`src/rtl/lii_rx_unpack.sv`:
```
// rtl/lii_rx_unpack.sv - LII phy beat filter, word reassembly and 2-deep kernel input buffer
module lii_rx_unpack #(
    parameter int         PW       = 128,
    parameter int         LW       = 72,
    parameter logic [7:0] LOCAL_ID = 8'd0
) (
    input  logic          aclk,
    input  logic          arstn,
    input  logic [PW-1:0] lii_in_p0_tdata,
    input  logic          lii_in_p0_tvalid,
    output logic          lii_in_p0_tready,
    input  logic [7:0]    lii_in_p0_src,
    input  logic [7:0]    lii_in_p0_dst,
    output logic [LW-1:0] kin_stream_tdata,
    output logic          kin_stream_tvalid,
    input  logic          kin_stream_tready,
    output logic [15:0]   drop_count,
    output logic          src_err,
    output logic          ce
);

    localparam int NB = (LW + PW - 1) / PW;
    localparam int CW = ($clog2(NB) > 2) ? $clog2(NB) : 2;
    localparam int AW = NB * PW;
    localparam logic [CW-1:0] LAST = CW'(NB - 1);

    logic [CW-1:0] cnt_q, cnt_d;
    logic [7:0]    src_q, src_d;
    logic [AW-1:0] asm_q, asm_d;
    logic [15:0]   drop_q, drop_d;
    logic          err_q, err_d;
    logic [LW-1:0] ent0_q, ent0_d, ent1_q, ent1_d;
    logic [1:0]    fcnt_q, fcnt_d;

    logic          beat_acc;
    logic          push;
    logic          pop;
    logic [CW-1:0] slot;

    // The final beat of a word needs a free FIFO slot; earlier beats only fill the assembly register.
    assign lii_in_p0_tready = arstn & ((cnt_q != LAST) | (fcnt_q != 2'd2));
    assign beat_acc         = lii_in_p0_tvalid & lii_in_p0_tready;
    assign pop              = (fcnt_q != 2'd0) & kin_stream_tready;

    assign kin_stream_tdata  = ent0_q;
    assign kin_stream_tvalid = (fcnt_q != 2'd0);
    assign ce                = (fcnt_q != 2'd0);
    assign drop_count        = drop_q;
    assign src_err           = err_q;

    // Beat filtering, src lock and placement of each beat into the assembly register.
    always_comb begin
        cnt_d  = cnt_q;
        src_d  = src_q;
        asm_d  = asm_q;
        drop_d = drop_q;
        err_d  = err_q;
        push   = 1'b0;
        slot   = cnt_q;
        if (beat_acc) begin
            if (lii_in_p0_dst != LOCAL_ID) begin
                if (drop_q != 16'hFFFF) begin
                    drop_d = drop_q + 16'd1;
                end
            end else begin
                // A src change mid-word abandons the partial word and restarts with this beat.
                if ((cnt_q != '0) && (lii_in_p0_src != src_q)) begin
                    err_d = 1'b1;
                    slot  = '0;
                end
                if (slot == '0) begin
                    src_d = lii_in_p0_src;
                end
                for (int k = 0; k < NB; k++) begin
                    if (CW'(k) == slot) begin
                        asm_d[k*PW +: PW] = lii_in_p0_tdata;
                    end
                end
                if (slot == LAST) begin
                    push  = 1'b1;
                    cnt_d = '0;
                end else begin
                    cnt_d = slot + CW'(1);
                end
            end
        end
    end

    // Two-entry output FIFO; entry 0 is always the head presented to the kernel.
    always_comb begin
        ent0_d = ent0_q;
        ent1_d = ent1_q;
        fcnt_d = fcnt_q;
        case ({push, pop})
            2'b10: begin
                if (fcnt_q == 2'd0) begin
                    ent0_d = asm_d[LW-1:0];
                end else begin
                    ent1_d = asm_d[LW-1:0];
                end
                fcnt_d = fcnt_q + 2'd1;
            end
            2'b01: begin
                ent0_d = ent1_q;
                fcnt_d = fcnt_q - 2'd1;
            end
            2'b11: begin
                // Push needs count<2 and pop needs count>0, so exactly one word is resident.
                ent0_d = asm_d[LW-1:0];
            end
            default: begin
            end
        endcase
    end

    // State registers; reset discards any partial and buffered words.
    always_ff @(posedge aclk) begin
        if (!arstn) begin
            cnt_q  <= '0;
            src_q  <= '0;
            asm_q  <= '0;
            drop_q <= '0;
            err_q  <= 1'b0;
            ent0_q <= '0;
            ent1_q <= '0;
            fcnt_q <= '0;
        end else begin
            cnt_q  <= cnt_d;
            src_q  <= src_d;
            asm_q  <= asm_d;
            drop_q <= drop_d;
            err_q  <= err_d;
            ent0_q <= ent0_d;
            ent1_q <= ent1_d;
            fcnt_q <= fcnt_d;
        end
    end

endmodule

```
`config.mk`:
```
export PLATFORM = sky130hd
export DESIGN_NAME = lii_rx_unpack
export DESIGN_NICKNAME = d
export VERILOG_FILES = /design/src/rtl/lii_rx_unpack.sv
export SDC_FILE = /design/constraint.sdc
export NUM_CORES = 1
export LEC_CHECK = 0
export CORE_UTILIZATION = 30
export CTS_BUF_LIST = sky130_fd_sc_hd__clkbuf_16
export DETAILED_ROUTE_END_ITERATION = 10
export HOLD_SLACK_MARGIN = 0.08
export PLACE_DENSITY = 0.63
export SYNTH_ARGS = -nofsm -noshare
export SYNTH_HDL_FRONTEND = slang
export SYNTH_SLANG_ARGS = --single-unit
```
`constraint.sdc`:
```
create_clock -name aclk -period 4.7 [get_ports aclk]
set_clock_uncertainty 0.2 [all_clocks]
set_input_delay 0.94 -clock aclk [delete_from_list [all_inputs] [get_ports aclk]]
set_output_delay 0.94 -clock aclk [all_outputs]
set_load 0.02 [all_outputs]
```
# Yosys cells after proc, flatten, opt, wreduce, memory -nomap -nowiden
# Index checks and enable logic that the tools add are counted.
# W data, S select, Z words.
# word_totals
output_inout_bits	92
word_cells	52
reg_bits	245
in_bits	148
# classes
bitwise_logic	6
n_eq_ne	7
add_sub_neg	4
mux	13
n_reduce_logical	14
# ops
operator	count
$mux W72	4
$pmux W72 S3	1
$add A16 B1 Y16 const B	1
$ne A16 B16 Y1 const B	1
$reduce_and A3 Y1	3
$mux W2	4
$ne A8 B8 Y1	1
$reduce_bool A8 Y1	1
$reduce_and A2 Y1	3
$reduce_bool A2 Y1	3
$add A2 B1 Y2 const B	2
$eq A2 B2 Y1 const B	2
$logic_not A2 Y1	2
$ne A2 B2 Y1 const B	2
$pmux W2 S2	1
$and A1 B1 Y1	3
$mux W1	3
$reduce_bool A3 Y1	1
$eq A2 B1 Y1 const B	1
$not A1 Y1	2
$sub A2 B1 Y2 const B	1
$logic_and A1 B1 Y1	1
$or A1 B1 Y1	1

# Depth between registers and ports, before layout
# depth
word_depth	12
mapped_depth	16
depth_no_buf	12

# Worst setup path after synthesis
# OpenSTA, ideal clock, no wires.
# synth_path
kind	input port to flip-flop
from	in lii_in_p0_dst[5]
to	reg ent1_q[10]
t_required_ns	4.366
cell_stages	11
slack_ns	0.869
setup_ns	0.134
arrival_time_ns	3.497
path_buffers	6
cell_sequence	or4_4 -> nor4_4 -> buf_6 -> buf_6 -> buf_2 -> ha_1 -> nor2b_1 -> clkbuf_1 -> clkbuf_1 -> clkbuf_1 -> a211oi_1
# synth_via
elab_chain_len	5
elab_cells_between_ends	7
classes_between	eq/ne: 1; mux: 4; reduce/logical: 2
# synth_lines
item	line	text
start: declaration	13	input logic [7:0] lii_in_p0_dst,
$reduce_bool A8 Y1 (*)	61	if (lii_in_p0_dst != LOCAL_ID) begin
$mux W1	61	
$mux W1	60	if (beat_acc) begin
$eq A2 B2 Y1	94	case ({push, pop})
$reduce_and A2 Y1 (no source line)	--	
end signal: assignment	134	ent1_q <= ent1_d;
end: declaration	32	logic [LW-1:0] ent0_q, ent0_d, ent1_q, ent1_d;
# Mark *: on every way between the ends. The rest lies on a longest branch, timed or not.
# A chain may end at the register's enable or synchronous reset.

# Worst setup path after layout
# layout_path
from	in lii_in_p0_src[1]
to	reg ent0_q[70], in the netlist kin_stream_tdata[70]
# layout_via
elab_chain_len	12
elab_cells_between_ends	20
classes_between	eq/ne: 5; mux: 11; reduce/logical: 4
# layout_lines
item	line	text
start: declaration	12	input logic [7:0] lii_in_p0_src,
$ne A8 B8 Y1 (*)	67	if ((cnt_q != '0) && (lii_in_p0_src != src_q)) begin
$logic_and A1 B1 Y1 (*)	67	
$mux W2 (*)	67	
$mux W2 (*)	61	
$mux W2 (*)	60	
$logic_not A2 Y1 (*)	75, 79	
$mux W1	79	if (slot == LAST) begin
$mux W1	61	
$mux W1	60	
$eq A2 B2 Y1 or $eq A2 B1 Y1 (tied branches)	94	
$ne A2 B2 Y1 (no source line) or $reduce_bool A3 Y1 (tied branches)	--	
$reduce_and A2 Y1 (no source line)	--	
end signal: assignment	133	ent0_q <= ent0_d;
end: declaration	32	
# Mark *: on every way between the ends. The rest lies on a longest branch, timed or not. The select of a mux whose other input is x is not followed.

==> run_summary.xml <==
<?xml version="1.0" encoding="UTF-8"?>
<metrics>
  <group name="run_status">
    <metric name="result_of_the_run" unit="">completed</metric>
  </group>
  <group name="yosys">
    <metric name="synth.avg_cell_area" unit="µm²">9.95</metric>
    <metric name="synth.cell_area" unit="mm²">0.00961</metric>
    <metric name="synth_fp_nets" unit="">1119</metric>
    <metric name="sequential_cell_area_fraction_in_the_yosys_report" unit="%">51.0</metric>
    <metric name="synth_xor_area_share" unit="%">1.18</metric>
    <metric name="synth.mux.area_fraction" unit="%">15.4</metric>
    <metric name="synth_top_family_by_area" unit="">multiplexers</metric>
    <metric name="syn-instance-count" unit="">966</metric>
    <metric name="synth-edff-count" unit="">0</metric>
    <metric name="yosys.area_share.simple" unit="%">10.3</metric>
    <metric name="ys.flop_type" unit="">sky130_fd_sc_hd__dfxtp_1</metric>
    <metric name="synth-seq-cells" unit="">245</metric>
    <metric name="asyncSetResetFlopFracSynth" unit="%">0</metric>
    <metric name="synth-warning-count" unit="">0</metric>
    <metric name="synthAdderAreaFrac" unit="%">0.651</metric>
    <metric name="yosysUniqueCellTypes" unit="">43</metric>
    <metric name="synth_compound_gate_area_share" unit="%">14.5</metric>
  </group>
  <group name="die">
    <metric name="row_count" unit="">65</metric>
    <metric name="floorplan.die.width" unit="µm">181</metric>
    <metric name="core" unit="mm²">0.0316</metric>
    <metric name="floorplan.initialDensity" unit="%">30.5</metric>
    <metric name="die-area" unit="mm²">0.0328</metric>
    <metric name="pin_count" unit="">240</metric>
    <metric name="die_height" unit="µm">181</metric>
  </group>
  <group name="global_routing">
    <metric name="largest_net_degree_at_the_start_of_global_routing" unit="">85</metric>
    <metric name="track_usage" unit="%">13.6</metric>
    <metric name="via_count_of_the_first_global_routing_pass" unit="">7146</metric>
    <metric name="global_route_wire_length_before_repair" unit="µm">36900</metric>
    <metric name="global_route.overflow_total" unit="">0</metric>
    <metric name="grt_antenna_before_repair" unit="">0</metric>
  </group>
  <group name="worst_hold_path">
    <metric name="min_delay_path_depth" unit="">2</metric>
    <metric name="hold_path.class" unit="">reg -&gt; reg</metric>
    <metric name="timing.hold.worst_endpoint" unit="">src_q[2]</metric>
    <metric name="hold_start" unit="">src_q[2]</metric>
  </group>
  <group name="cells_and_area">
    <metric name="mostFrequentLayoutCell" unit="">sky130_fd_sc_hd__dfxtp_1</metric>
    <metric name="fin_nets" unit="">1275</metric>
    <metric name="area_overhead_vs_synth" unit="%">32.4</metric>
    <metric name="antennaDiodeCount" unit="">0</metric>
    <metric name="n_fill_cell" unit="">3052</metric>
    <metric name="layout.cells.most_common_list" unit="">sky130_fd_sc_hd__dfxtp_1, sky130_fd_sc_hd__clkdlybuf4s50_1, sky130_fd_sc_hd__nor2_1</metric>
    <metric name="final_layout_size_suffix_gt1_share" unit="%">5.78</metric>
  </group>
  <group name="clocking">
    <metric name="root_buffer" unit="">sky130_fd_sc_hd__clkbuf_16</metric>
    <metric name="clock_latency" unit="ns">0.54</metric>
    <metric name="tritoncts" unit="">yes</metric>
    <metric name="ctsLongestPathBuffers" unit="">3</metric>
    <metric name="htreeDepth" unit="">1</metric>
    <metric name="clock_sink_count" unit="">245</metric>
    <metric name="cts_hold_buffers" unit="">0</metric>
    <metric name="clk_pin_slew" unit="ns">0.06</metric>
    <metric name="postCtsSetupBuffers" unit="">0</metric>
    <metric name="cts-buffers-inserted" unit="">28</metric>
    <metric name="cts_repair_resize_count" unit="">0</metric>
  </group>
  <group name="timing">
    <metric name="maxClockFrequency" unit="MHz">277</metric>
    <metric name="grt_setup_unrepaired" unit="">no</metric>
    <metric name="final_max_slew_viol_count" unit="">0</metric>
    <metric name="finalSetupTns" unit="ns">0</metric>
    <metric name="report.final.hold_viol_count" unit="">0</metric>
    <metric name="final_period_minus_worst_setup_slack" unit="ns">3.61</metric>
    <metric name="slew-limit-headroom" unit="%">38.1</metric>
    <metric name="min_period_over_period" unit="%">76.9</metric>
    <metric name="fin_ws" unit="ns">1.09</metric>
    <metric name="setup-violations-final" unit="">0</metric>
    <metric name="worst-slew-pin-transition" unit="ns">0.929</metric>
  </group>
  <group name="worst_setup_path">
    <metric name="worstPathRequired" unit="ns">4.93</metric>
    <metric name="crit_path_start_kind" unit="">input port</metric>
    <metric name="worst_ep_arrival_time" unit="ns">3.84</metric>
    <metric name="timing.rr.start" unit="">src_q[3]</metric>
    <metric name="r2r_setup_slack" unit="ns">1.63</metric>
    <metric name="critical_path.max_fanout" unit="">35</metric>
    <metric name="r2r_cells" unit="">11</metric>
    <metric name="setup.worst_path.class" unit="">in -&gt; reg</metric>
    <metric name="end_kind" unit="">register</metric>
    <metric name="worstReg2RegEnd" unit="">kin_stream_tdata[70]</metric>
  </group>
  <group name="routing">
    <metric name="drt_first_iter_violations" unit="">314</metric>
    <metric name="via_count" unit="">7225</metric>
    <metric name="ant_nets" unit="">0</metric>
    <metric name="vias_per_cell" unit="">4.68</metric>
    <metric name="route.detailed.drc" unit="">0</metric>
    <metric name="route.final.wire_length" unit="µm">22400</metric>
    <metric name="route.detailed.wl_per_inst" unit="µm">14.5</metric>
    <metric name="drtPass1Iterations" unit="">4</metric>
  </group>
  <group name="placement">
    <metric name="gp_routability_congestion" unit="">0.732</metric>
    <metric name="post-place-ws" unit="ns">0.531</metric>
    <metric name="dp_hpwl" unit="µm">13600</metric>
    <metric name="portBuffers" unit="">183</metric>
  </group>
  <group name="power_and_ir_drop">
    <metric name="power_leakage" unit="nW">4.14</metric>
    <metric name="power_density" unit="mW/mm²">350</metric>
    <metric name="vdd_drop_max" unit="mV">0.227</metric>
  </group>
  <group name="job">
    <metric name="max_cap_violations" unit="">0</metric>
  </group>
</metrics>
[metrics by stage]
stage	hold slack, ns	utilization [%]	power (mW)	instance area [µm²]	instances
2_1_floorplan	0.244	-	2.18	9610	966
3_3_place_gp	0.252	37.3	2.28	11800	1494
3_5_place_dp	0.257	37.3	2.28	11800	1494
4_1_cts	0.265	40.3	4.55	12700	1544
5_1_grt	0.295	40.3	4.64	12700	1544
6_report	0.265	40.3	4.46	12700	1544
[power by group]
group | leakage (nW) | switching (mW) | internal (mW)
clock network | 0.476 | 0.874 | 1.36
logic | 1.70 | 0.0661 | 0.0825
registers | 1.97 | 0.00170 | 2.08
total | 4.14 | 0.942 | 3.52
[metal layers]
metal  global-route usage (%)  share of wire (%)  routed length, µm  up-vias
met1                     17.6                 47              10500     3386
met3                     3.49                6.0               1350       32
li1                         -                  -                  -     3661
met5                        0                  0                  0        -
met2                     22.5                 46              10200      146
met4                     3.46                1.5                343        0
[Yosys cell counts, types with 5 or more instances]
library cell                 n  area [µm²]
sky130_fd_sc_hd__inv_1      77         289
sky130_fd_sc_hd__buf_4       6        45.0
sky130_fd_sc_hd__buf_1       9        33.8
sky130_fd_sc_hd__o21ai_0     5        25.0
sky130_fd_sc_hd__nand2_1    37         139
sky130_fd_sc_hd__dfxtp_1   245        4900
sky130_fd_sc_hd__buf_6      11         124
sky130_fd_sc_hd__xnor2_1    11        96.3
sky130_fd_sc_hd__a21oi_1    17        85.1
sky130_fd_sc_hd__mux2i_1   148        1480
sky130_fd_sc_hd__a211oi_1   73         548
sky130_fd_sc_hd__nand4_1     6        37.5
sky130_fd_sc_hd__ha_1        5        62.6
sky130_fd_sc_hd__buf_2       5        25.0
sky130_fd_sc_hd__clkbuf_1   39         146
sky130_fd_sc_hd__a22o_1     72         631
sky130_fd_sc_hd__nor2_1    155         582
[registers in the layout (all words and copies together) (netlist names)]
name              count
asm_q                72
ent1_q               72
kin_stream_tdata     72
drop_count           16
src_q                 8
cnt_q                 2
fcnt_q                2
src_err               1
[cells by family after synthesis]
family          Yosys count
flops                   245
simple gates            228
compound gates          180
mux                     148
buf+inv                 147
xor+xnor                 13
fa+ha+maj                 5
[worst max-delay path by stage]
stage | startpoint | endpoint | slack, ns
4_1_cts | arstn | lii_in_p0_tready | 1.09
6_report | lii_in_p0_src[1] | kin_stream_tdata[70] | 1.09
2_1_floorplan | lii_in_p0_dst[5] | ent1_q[10] | 0.87
5_1_grt | lii_in_p0_src[1] | kin_stream_tdata[70] | 0.80
3_5_place_dp | lii_in_p0_src[1] | kin_stream_tdata[70] | 0.53
3_3_place_gp | lii_in_p0_src[1] | kin_stream_tdata[70] | 0.56
[cell type report]
| class | count | area, µm² | share of cell area, % |
|---|---|---|---|
| clock inverters | 22 | 251 | 1.98 |
| multi-input cells | 574 | 4070 | 32.0 |
| clock buffers | 28 | 701 | 5.50 |
| well taps | 402 | 503 | 3.95 |
| flip-flops and latches | 245 | 4900 | 38.5 |
| repair buffers | 196 | 2000 | 15.7 |
| inverters | 77 | 294 | 2.31 |
[critical path: stages]
cell and delay, ns:
sky130_fd_sc_hd__clkdlybuf4s50_1 0.45, sky130_fd_sc_hd__xnor2_1 0.14, sky130_fd_sc_hd__nand4_1 0.10, sky130_fd_sc_hd__nor2_1 0.08, sky130_fd_sc_hd__nand2_1 0.10, sky130_fd_sc_hd__ha_1 0.18
sky130_fd_sc_hd__nand3_1 0.11, sky130_fd_sc_hd__nor4_4 0.34, sky130_fd_sc_hd__buf_4 0.62, sky130_fd_sc_hd__mux2i_1 0.36, sky130_fd_sc_hd__mux2i_1 0.12, sky130_fd_sc_hd__a22o_1 0.24
No activity file was read; power rests on OpenSTA's default activity.
